==> config.mk <==
export PLATFORM = sky130hd
export DESIGN_NAME = exe_result_fifo
export DESIGN_NICKNAME = d
export VERILOG_FILES = /design/src/rtl/exe_result_fifo.sv
export SDC_FILE = /design/constraint.sdc
export NUM_CORES = 1
export LEC_CHECK = 0
export ABC_AREA = 1
export CAP_MARGIN = 20
export CELL_PAD_IN_SITES_DETAIL_PLACEMENT = 2
export CELL_PAD_IN_SITES_GLOBAL_PLACEMENT = 2
export CORE_MARGIN = 4
export CORE_UTILIZATION = 29
export CTS_CLUSTER_DIAMETER = 200
export DETAILED_ROUTE_END_ITERATION = 8
export GPL_TIMING_DRIVEN = 0
export PLACE_DENSITY_LB_ADDON = 0.3
export SETUP_SLACK_MARGIN = 0.02
export SLEW_MARGIN = 20
export SYNTH_ARGS = -nofsm -noshare
export SYNTH_HDL_FRONTEND = slang
export SYNTH_SLANG_ARGS = --single-unit
==> constraint.sdc <==
create_clock -name i_clk -period 1.9 [get_ports i_clk]
set_input_delay 0.38 -clock i_clk [delete_from_list [all_inputs] [get_ports i_clk]]
set_output_delay 0.38 -clock i_clk [all_outputs]
set_load 0.1 [all_outputs]
==> src/rtl/exe_result_fifo.sv <==
// exe_result_fifo
//   Buffers execution-unit results (data word + 4-bit status) in a small
//   show-ahead FIFO. Results leave through a valid/ready handshake.
//   Saturating counters record how many accepted results were flagged
//   ERROR or OVF, and how many results were dropped because the FIFO was full.
//
// Ports
//   i_clk, i_rst         clock (rising edge); synchronous active-low reset
//   in_data, in_status   result word and status from the execution unit
//   in_valid / o_ready   producer handshake (o_ready = !full)
//   o_data, o_status     head entry, forced to 0 while empty
//   o_valid / in_ready   consumer handshake (o_valid = !empty)
//   o_level              number of stored entries, 0..DEPTH
//   o_err_cnt            accepted entries with status[ERROR_BIT]
//   o_ovf_cnt            accepted entries with status[OVF_BIT]
//   o_drop_cnt           cycles with in_valid while full

`ifndef OVF_BIT
`define OVF_BIT 0
`endif
`ifndef ERROR_BIT
`define ERROR_BIT 1
`endif
`ifndef EVEN_BIT
`define EVEN_BIT 2
`endif
`ifndef SINGLE_BIT
`define SINGLE_BIT 3
`endif

module exe_result_fifo #(
    parameter int BITS  = 8,
    parameter int DEPTH = 4,
    parameter int CNT_W = 8
) (
    input  logic                       i_clk,
    input  logic                       i_rst,
    input  logic [BITS-1:0]            in_data,
    input  logic [3:0]                 in_status,
    input  logic                       in_valid,
    output logic                       o_ready,
    output logic [BITS-1:0]            o_data,
    output logic [3:0]                 o_status,
    output logic                       o_valid,
    input  logic                       in_ready,
    output logic [$clog2(DEPTH):0]     o_level,
    output logic [CNT_W-1:0]           o_err_cnt,
    output logic [CNT_W-1:0]           o_ovf_cnt,
    output logic [CNT_W-1:0]           o_drop_cnt
);
    localparam int AW = $clog2(DEPTH);
    localparam int LW = AW + 1;

    typedef struct packed {
        logic [3:0]      status;
        logic [BITS-1:0] data;
    } entry_t;

    entry_t          mem [DEPTH];
    logic [AW-1:0]   wptr;
    logic [AW-1:0]   rptr;
    logic [LW-1:0]   level;
    logic            full;
    logic            empty;
    logic            wr_en;
    logic            rd_en;

    // Handshake flags come from the level register only, so neither
    // in_valid nor in_ready reaches an output combinationally.
    assign full  = (level == LW'(DEPTH));
    assign empty = (level == '0);

    // A full FIFO refuses the write even if the head is popped in the same
    // cycle; the freed slot is usable from the next cycle.
    assign wr_en = in_valid && !full;
    assign rd_en = in_ready && !empty;

    always_ff @(posedge i_clk) begin
        if (!i_rst) begin
            wptr  <= '0;
            rptr  <= '0;
            level <= '0;
        end else begin
            if (wr_en) wptr <= wptr + 1'b1;
            if (rd_en) rptr <= rptr + 1'b1;
            case ({wr_en, rd_en})
                2'b10:   level <= level + 1'b1;
                2'b01:   level <= level - 1'b1;
                default: level <= level;
            endcase
        end
    end

    // Storage has no reset; stale contents are hidden by the empty mask.
    always_ff @(posedge i_clk) begin
        if (i_rst && wr_en) begin
            mem[wptr] <= '{status: in_status, data: in_data};
        end
    end

    always_ff @(posedge i_clk) begin
        if (!i_rst) begin
            o_err_cnt  <= '0;
            o_ovf_cnt  <= '0;
            o_drop_cnt <= '0;
        end else begin
            if (wr_en && in_status[`ERROR_BIT] && (o_err_cnt != '1))
                o_err_cnt <= o_err_cnt + 1'b1;
            if (wr_en && in_status[`OVF_BIT] && (o_ovf_cnt != '1))
                o_ovf_cnt <= o_ovf_cnt + 1'b1;
            if (in_valid && full && (o_drop_cnt != '1))
                o_drop_cnt <= o_drop_cnt + 1'b1;
        end
    end

    assign o_ready  = !full;
    assign o_valid  = !empty;
    assign o_level  = level;
    assign o_data   = empty ? '0 : mem[rptr].data;
    assign o_status = empty ? '0 : mem[rptr].status;

endmodule

## After elaboration in Yosys (flattened, before gate mapping)

Memory sizes are Yosys's and may differ from the RTL's. A register that Yosys moved wholly into a read port is not among the register bits.
Cells that the tools add are included.

| word-level totals | value |
|---|---|
| output and inout port bits | 41 |
| flip-flop bits (word level) | 31 |
| memory bits (writable) | 48 |
| logic and storage cells | 40 |
| memories kept | 1 |

Memory list:

| name | depth | bits a word | rd ports | clocked after Yosys merged registers in | write ports | line | RTL |
|---|---|---|---|---|---|---|---|
| mem | 4 | 12 | 1 | 1 | 1 | 59 | `entry_t mem [DEPTH];` |

| operators by class | value |
|---|---|
| eq/ne operators | 6 |
| reduce and logical (&&, ||, !) cells | 13 |
| add/sub/neg operators | 7 |
| mux-type cells | 7 |

Operators by type and width:

| kind | number |
|---|---|
| adder 8 x 1 -> 8 bit (second input constant) | 3 |
| != test 8 bit (second input constant) | 3 |
| logical AND 1 bit | 9 |
| two-way mux 8 bit | 1 |
| one-hot mux 3 bit (2 select lines) | 1 |
| adder 2 x 1 -> 2 bit (second input constant) | 2 |
| two-way mux 2 bit | 2 |
| two-way mux 4 bit | 1 |
| adder 3 x 1 -> 3 bit (second input constant) | 1 |
| == test 3 bit (second input constant) | 1 |
| logical NOT 3 bit | 1 |
| subtractor 3 x 1 -> 3 bit (second input constant) | 1 |
| == test 2 x 1 -> 1 bit (second input constant) | 1 |
| == test 2 bit (second input constant) | 1 |
| logical NOT 1 bit | 2 |
| two-way mux 1 bit | 2 |
| nonzero test 2 bit | 1 |

## Depth between registers and ports, before layout

Gate-level depths: netlist of the first run.

| logic depth | value |
|---|---|
| depth after elaboration | 6 |
| mapped depth | 11 |

## Least setup slack after synthesis of the first run

No wires, ideal clock.

| timing | value |
|---|---|
| path type | flip-flop to output port |
| start point | reg level[2], in the netlist o_level[2] |
| end point | out o_data[0] |
| setup slack | -2.085 ns |
| arrival time | 3.605 ns |
| data required time | 1.520 ns |
| cell stages (with the launch flop) | 6 |
| cells stage by stage | dfxtp_1 -> inv_2 -> nand2_1 -> inv_2 -> buf_2 -> a21oi_1 |

| between the ends | value |
|---|---|
| cells in the longest elaborated chain, start to end | 2 |

RTL lines:

| what | line | RTL |
|---|---|---|
| from (decl) | 62 | `logic [LW-1:0] level;` |
| from (signal assigned) | 87 | `2'b10: level <= level + 1'b1;` |
| from (signal assigned) | 88 | `2'b01: level <= level - 1'b1;` |
| from (signal assigned) | 89 | `default: level <= level;` |
| logical NOT 3 bit | 71 | `assign empty = (level == '0);` |
| two-way mux 8 bit | 119 | `assign o_data = empty ? '0 : mem[rptr].data;` |
| to (decl) | 42 | `output logic [BITS-1:0] o_data,` |

No other way between the ends.

==> reports/qor.csv, run 1 <==
metric,value,unit
outcome,finished with violations,
failing checks,negative setup slack,
grt total ovfl,0,
Synth top area share,38.6,%
worst slew margin relative to its limit,63.1,%
required time of the critical path,1520,ps
area taken by multi-input logic gates,1810,µm²
worst clock skew,8.02,ps
effective utilization at floorplan,29.6,%
die height,122,µm
final instance count without filler cells,700,
count of placed standard cells including taps,664,
post-layout min period,2010,ps
worst setup slack after placement,-1100,ps
power per unit of standard cell area,1510,nW/µm²
critical path data arrival time,1630,ps
hold slack final,468,ps
Synth warnings,0,
number of nets in the layout,548,
HPWL reported at the end of detailed placement,8080,µm
clock slew at the register clock pins of the worst setup and hold paths,60,ps
number of pins with negative max-slew slack in the final report,0,
simple-gate area share of the yosys netlist,23.5,%
routed via count,3317,
minimum setup slack among reg-to-reg paths,-50,ps
share of flip-flops with an asynchronous set or reset,0,%
actual slew at the worst max-slew pin,556,ps
Residual DRC,0,
Die W,122,µm
"sum of internal, switching and leakage power",8.85,mW
I/O pin cnt,57,
"flops & latches, synth",81,
routability-driven placement congestion ratio,0.743,
Max H-tree Level,3,
clock insertion delay at the later pin of the skew report,350,ps
number of global-route vias before repair,3730,
Max Buffers Root-to-Sink,2,
maximum fanout along the worst path,6,
mean area per synthesized cell,8.56,µm²
dominant combinational cell family by area after synthesis,simple AND/OR/NAND/NOR gates,
compound-gate portion of the synthesized area,8.84,%
count of antenna-violating nets left after detailed routing,0,
Min-Delay Endpoint,wptr[1],
number of nets produced by synthesis,462,
Pre-antenna DRT Iters,4,
maximum VDD drop,0.824,mV
multiplexer fraction of the synthesized cell area,0,%
element type at the critical path start,register,
Register-to-Register Path Depth,11,
diodes inserted,0,
pin count of the biggest net entering global routing,15,
leading cell types by total area after synthesis,"sky130_fd_sc_hd__edfxtp_1 39%, sky130_fd_sc_hd__dfxtp_1 18%, sky130_fd_sc_hd__nor2_1 10%",
# rows,41,
Hold Startpoint,i_rst,
cell count after synthesis,437,
post-synthesis cell type with the largest combined area,sky130_fd_sc_hd__edfxtp_1,
fraction of the cycle the final worst path needs,106,%
share of post-route cells with drive strength above 1,35.2,%
global routing usage summed across all routing layers,17.4,%
Setup Crit Path Kind,register to output pin,
RSZ-0062 raised after global routing,true,
combined flip-flop and latch cell area,2130,µm²
xor/xnor share of the synthesized area,1.41,%
"Worst Setup Slack, final",-114,ps
Core Region,12600,µm²
endpoints failing setup,13,
Syn-to-layout area delta,56.4,%
number of max-cap violations,0,
Reg-to-Reg End,o_level[2],
hold-fix buffers at CTS,0,
top achievable clock speed,0.497,GHz
startpoint of the most critical register-to-register path,o_level[1],
top-count cell post-synth,sky130_fd_sc_hd__nor2_1,
number of synthesized flops with an enable pin,48,
end-of-flow core utilization,46.3,%
hold crit path type,input port to register,
Num CTS Buffers,9,
global-route wire length before repair,19500,µm
commonest cells in the synthesized netlist,"104 x sky130_fd_sc_hd__nor2_1, 74 x sky130_fd_sc_hd__nand2_1, 48 x sky130_fd_sc_hd__edfxtp_1, 48 x sky130_fd_sc_hd__inv_1, 36 x sky130_fd_sc_hd__o21ai_0",
hold path cells,3,
Synth Cell Area,3740,µm²
reported leakage power,2.21,nW
final wirelength,12300,µm
top_reg_cell synth,sky130_fd_sc_hd__edfxtp_1,
setup tns final,-881,ps
IO buf count,55,
post-detailed-route via-to-cell ratio,4.74,
mean routed wirelength per cell,17.6,µm
cell at the root of the clock tree,sky130_fd_sc_hd__clkbuf_16,
TritonCTS clock tree,built,
number of antenna violations at the first check in global routing,0,
adder and majority cell fraction of the synthesized area,3.21,%
Fin. Hold Viols,0,
number of distinct library cell variants in the gate-level netlist after synthesis,25,
summed area of non-filler cells in the final layout,5850,µm²
Die ar.,14800,µm²
Sinks on Clock Net,81,
placed inst area,4740,µm²
filler cell count in the final layout,1333,
Critical Path Sink Type,output pin,
violation count after the first detailed-routing iteration,113,
sequential element share of the synthesized area,56.2,%
[registers in the layout, indices dropped and copies added (netlist names), named ones only]
signal	count
o_level	3
mem	48
rptr	2
wptr	2
o_err_cnt	8
o_ovf_cnt	8
o_drop_cnt	8
[area by class of cell]
class,count,share of cell area [%]
sequential,81,36.4
clock inverter,6,1.11
inverter,51,3.62
tap,172,3.68
timing repair buffer,75,17.3
buffer,13,3.00
clock buffer,10,3.92
multi-input combinational,292,31.0
[how the worst max path moves through the flow]
stage / start / end / slack [ps] / depth (start not counted)
CTS: register / o_data[1] / -150 / 8
global placement: register / o_data[4] / -1030 / 6
finish: register / o_status[1] / -110 / 7
detailed placement: register / o_status[1] / -1100 / 6
floorplan: o_level[1] / o_level[2] / -210 / 10
global route: register / o_status[1] / -180 / 7
[placed cells by master, fill, tap and decap left out, types with 3 or more instances in the layout]
cell type,count
sky130_fd_sc_hd__o21ai_1,4
sky130_fd_sc_hd__nand2_8,3
sky130_fd_sc_hd__nand3_1,15
sky130_fd_sc_hd__nor2_4,13
sky130_fd_sc_hd__inv_6,3
sky130_fd_sc_hd__dfxtp_4,4
sky130_fd_sc_hd__ha_1,7
sky130_fd_sc_hd__clkbuf_16,12
sky130_fd_sc_hd__a21oi_4,12
sky130_fd_sc_hd__buf_2,5
sky130_fd_sc_hd__nand4_1,7
sky130_fd_sc_hd__nand2_1,70
sky130_fd_sc_hd__o21ai_2,22
sky130_fd_sc_hd__a21oi_1,15
sky130_fd_sc_hd__nor2_2,23
sky130_fd_sc_hd__nor2_1,72
sky130_fd_sc_hd__buf_6,4
sky130_fd_sc_hd__o21ai_0,11
sky130_fd_sc_hd__buf_12,23
sky130_fd_sc_hd__buf_4,7
sky130_fd_sc_hd__clkdlybuf4s50_1,13
sky130_fd_sc_hd__clkdlybuf4s15_2,27
sky130_fd_sc_hd__dfxtp_1,22
sky130_fd_sc_hd__inv_4,3
sky130_fd_sc_hd__edfxtp_1,48
sky130_fd_sc_hd__dfxtp_2,7
sky130_fd_sc_hd__xor2_1,4
sky130_fd_sc_hd__inv_1,46
[timing repair]
action                     in CTS  in global routing
buffers inserted               13                  4
cloned                          2                  1
setup endpoints to repair      91                 63
gates resized for setup       278                 54
pin swaps                      16                 28
[logic make-up after synthesis]
logic type	Yosys count
AND/OR/NAND/NOR	211
flip-flops	81
AO/OA/AOI/OAI	66
buffers and inverters	64
adder cells (fa/ha/maj)	9
XOR/XNOR	6
[metal layers]
layer	vias up	GRT usage [%]	share of wire (%)
met3	26	4.60	3.2
met2	60	34.5	57
met5	-	0	0
met4	0	6.16	3.1
met1	1640	17.1	37
li1	1591	-	-
[critical path: stages, from the launching register on]
cell and delay (ps):
sky130_fd_sc_hd__dfxtp_2 340, sky130_fd_sc_hd__buf_12 150, sky130_fd_sc_hd__buf_8 130, sky130_fd_sc_hd__nor2_4 30
sky130_fd_sc_hd__nor2_2 120, sky130_fd_sc_hd__o21ai_2 90, sky130_fd_sc_hd__a21oi_4 210, sky130_fd_sc_hd__buf_12 200
[power by group]
part / internal (mW) / switching (mW)
clock network: 1.02 / 0.731
registers: 2.02 / 0.142
logic: 1.81 / 3.13
(Power assumes the default switching activity.)
==> run 2: changes to the inputs <==
Settings changed: CORE_ASPECT_RATIO from default to 0.9.
==> run 2 against run 1 <==
Net effect: the flow still finishes with violations (negative setup slack); clock skew up 0.51 ps; clock-buffer cell count is the same; flip-flop and latch count unchanged; register-to-register slack better by 90 ps; die area hardly changed; non-clock buffer count unchanged; sequential share of layout area rose by 0.57 points; critical path depth did not move; via count decreased by 0.33%; worst setup slack worse by 1.1 ps; routed wire length rose by 0.15%; largest cell class unchanged; largest power group unchanged; highest routed layer unchanged.
==> reports/qor.csv, run 2 (synthesized netlist as in run 1, its figures left out) <==
metric,value,unit,change
effective utilization at floorplan,29.6,%,-0.044 points
reported leakage power,2.17,nW,-1.6%
slowest cell delay on critical path,340,ps,about the same
clock insertion delay at the later pin of the skew report,350,ps,about the same
Setup Crit Path Kind,register to output pin,,
global routing usage summed across all routing layers,17.3,%,-0.096 points
mean routed wirelength per cell,17.8,µm,+1.3%
Syn-to-layout area delta,53.8,%,
"leading cell type in the layout, fill and taps excluded",sky130_fd_sc_hd__nor2_1,,
buffer and inverter count on the worst path,3,,unchanged
Top Usage Layer GRT,met2,,
worst clock skew,8.53,ps,+0.509 ps
cell at the root of the clock tree,sky130_fd_sc_hd__clkbuf_16,,
Max H-tree Level,3,,unchanged
count of antenna-violating nets left after detailed routing,0,,unchanged
diodes inserted,0,,unchanged
number of max-cap violations,0,,unchanged
power per unit of standard cell area,1510,nW/µm²,-0.50%
required time of the critical path,1520,ps,about the same
Max Buffers Root-to-Sink,2,,unchanged
number of pins with negative max-slew slack in the final report,0,,unchanged
pin count of the biggest net entering global routing,15,,unchanged
global-route wire length before repair,19700,µm,+0.96%
number of antenna violations at the first check in global routing,0,,unchanged
RSZ-0062 raised after global routing,true,,
ordered cell list for the critical path,buf_12 -> buf_8 -> nor2_1 -> nor2_1 -> o21ai_2 -> a21oi_4 -> buf_12,,
worst slew margin relative to its limit,62.2,%,-0.94 points
Die W,128,µm,+5.1%
die height,116,µm,-4.8%
grt total ovfl,0,,unchanged
I/O pin cnt,57,,unchanged
Num CTS Buffers,9,,unchanged
share of post-route cells with drive strength above 1,34.5,%,-0.76 points
critical path depth in cells,7,,unchanged
number of global-route vias before repair,3784,,+1.4%
element type at the critical path start,register,,
met2 demand-to-capacity share in global routing,34.2,%,-0.31 points
Pre-antenna DRT Iters,4,,unchanged
post-layout min period,2010,ps,+1.07 ps
hold crit path type,register to register,,
hold path cells,2,,-1
post-detailed-route via-to-cell ratio,4.78,,+0.82%
Residual DRC,0,,unchanged
met1 demand-to-capacity share in global routing,18.0,%,+0.96 points
number of flip-flops in the largest register,48,,unchanged
"commonest cells after routing, fill and taps aside","76 x sky130_fd_sc_hd__nor2_1, 69 x sky130_fd_sc_hd__nand2_1, 48 x sky130_fd_sc_hd__edfxtp_1",,
fraction of the cycle the final worst path needs,106,%,about the same
failing checks,negative setup slack,,
Critical Path Sink Type,output pin,,
fraction of met3 tracks used by global routing,4.93,%,+0.33 points
clock slew at the register clock pins of the worst setup and hold paths,60,ps,about the same
Core Region,12600,µm²,+0.15%
HPWL reported at the end of detailed placement,7750,µm,-4.1%
final wirelength,12300,µm,+0.15%
"Max stage delay cell, worst path",sky130_fd_sc_hd__dfxtp_2,,
outcome,finished with violations,,
number of nets in the layout,548,,unchanged
# rows,39,,-4.9%
routability-driven placement congestion ratio,0.772,,+3.9%
"sum of internal, switching and leakage power",8.66,mW,-2.2%
maximum fanout along the worst path,8,,+2
maximum VDD drop,0.472,mV,-43%
TritonCTS clock tree,built,,
IO buf count,55,,unchanged
hold-fix buffers at CTS,0,,unchanged
Register-to-Register Path Depth,11,,unchanged
Die ar.,14800,µm²,about the same
gate family responsible for the most delay along the worst path,buffers and inverters,,
Largest Register,mem,,
critical path data arrival time,1630,ps,about the same
"Worst Setup Slack, final",-115,ps,-1.07 ps
routed via count,3306,,-0.33%
setup tns final,-874,ps,+6.78 ps
Sinks on Clock Net,81,,unchanged
violation count after the first detailed-routing iteration,113,,unchanged
top achievable clock speed,0.496,GHz,about the same
Fin. Hold Viols,0,,unchanged
actual slew at the worst max-slew pin,570,ps,+14.1 ps
endpoints failing setup,12,,-1
-- run 2: cell count changes in the layout (fill, tap and decap cells not counted), moves of 2 or more --
cell | before | now
sky130_fd_sc_hd__buf_4 | 7 | 13
sky130_fd_sc_hd__buf_12 | 23 | 18
sky130_fd_sc_hd__nor2_1 | 72 | 76
sky130_fd_sc_hd__buf_6 | 4 | 1
sky130_fd_sc_hd__clkinvlp_4 | 0 | 2
sky130_fd_sc_hd__nor2_2 | 23 | 21
sky130_fd_sc_hd__nor2_4 | 13 | 11
-- run 2: timing repair --
action | in CTS | in global routing
resized for setup | 276 | 43
pin swaps | 13 | 25
cloned | 3 | 0
setup endpoints to repair | 91 | 62
setup buffers | 11 | 6
-- run 2: worst min-delay path, cell delays in order (launching register included) --
cell                      delay, ps
sky130_fd_sc_hd__dfxtp_1        310
sky130_fd_sc_hd__inv_1           50
sky130_fd_sc_hd__a21oi_1         70
-- run 2: layout make-up --
class | count | area, µm²
plain buffers | 13 | 173
fillers | 1332 | 6890
well taps | 164 | 205
flip-flops and latches | 81 | 2120
clock inverters | 6 | 66.3
inverters | 51 | 209
clock buffers | 10 | 229
multi-input cells | 292 | 1790
repair buffers | 75 | 951
-- run 2: final timing paths --
path	from	end	slack (ps)
worst min-delay path	rptr[1]	register	470
worst min register to register	rptr[1]	register	470
worst max register to register	o_level[0]	o_level[2]	40
worst max-delay path	register	o_status[1]	-110
-- run 2: per-stage QoR --
| stage | setup slack (ps) | cell area, µm² | hold slack (ps) | util, % | std cells |
|---|---|---|---|---|---|
| finish | -115 | 5750 | 466 | 45.5 | 692 |
| global route | -184 | 5750 | 483 | 45.5 | 692 |
| CTS | -117 | 5570 | 472 | 44.1 | 686 |
| detailed placement | -1130 | 4730 | 471 | 37.5 | 656 |
| global placement | -1070 | 4730 | 444 | 37.5 | 656 |
| floorplan | -205 | 3980 | 433 | - | 437 |
-- run 2: where the power goes --
part,switching [mW],internal (mW),leakage (nW)
clock,0.764,1.02,0.137
combinational,3.07,1.64,1.33
sequential,0.139,2.02,0.711
-- run 2: routing by layer --
layer / up-vias / part of all wire, %
met5: - / 0
met1: 1658 / 39
met4: 0 / 1.2
met2: 44 / 57
li1: 1592 / -
met3: 12 / 3.5
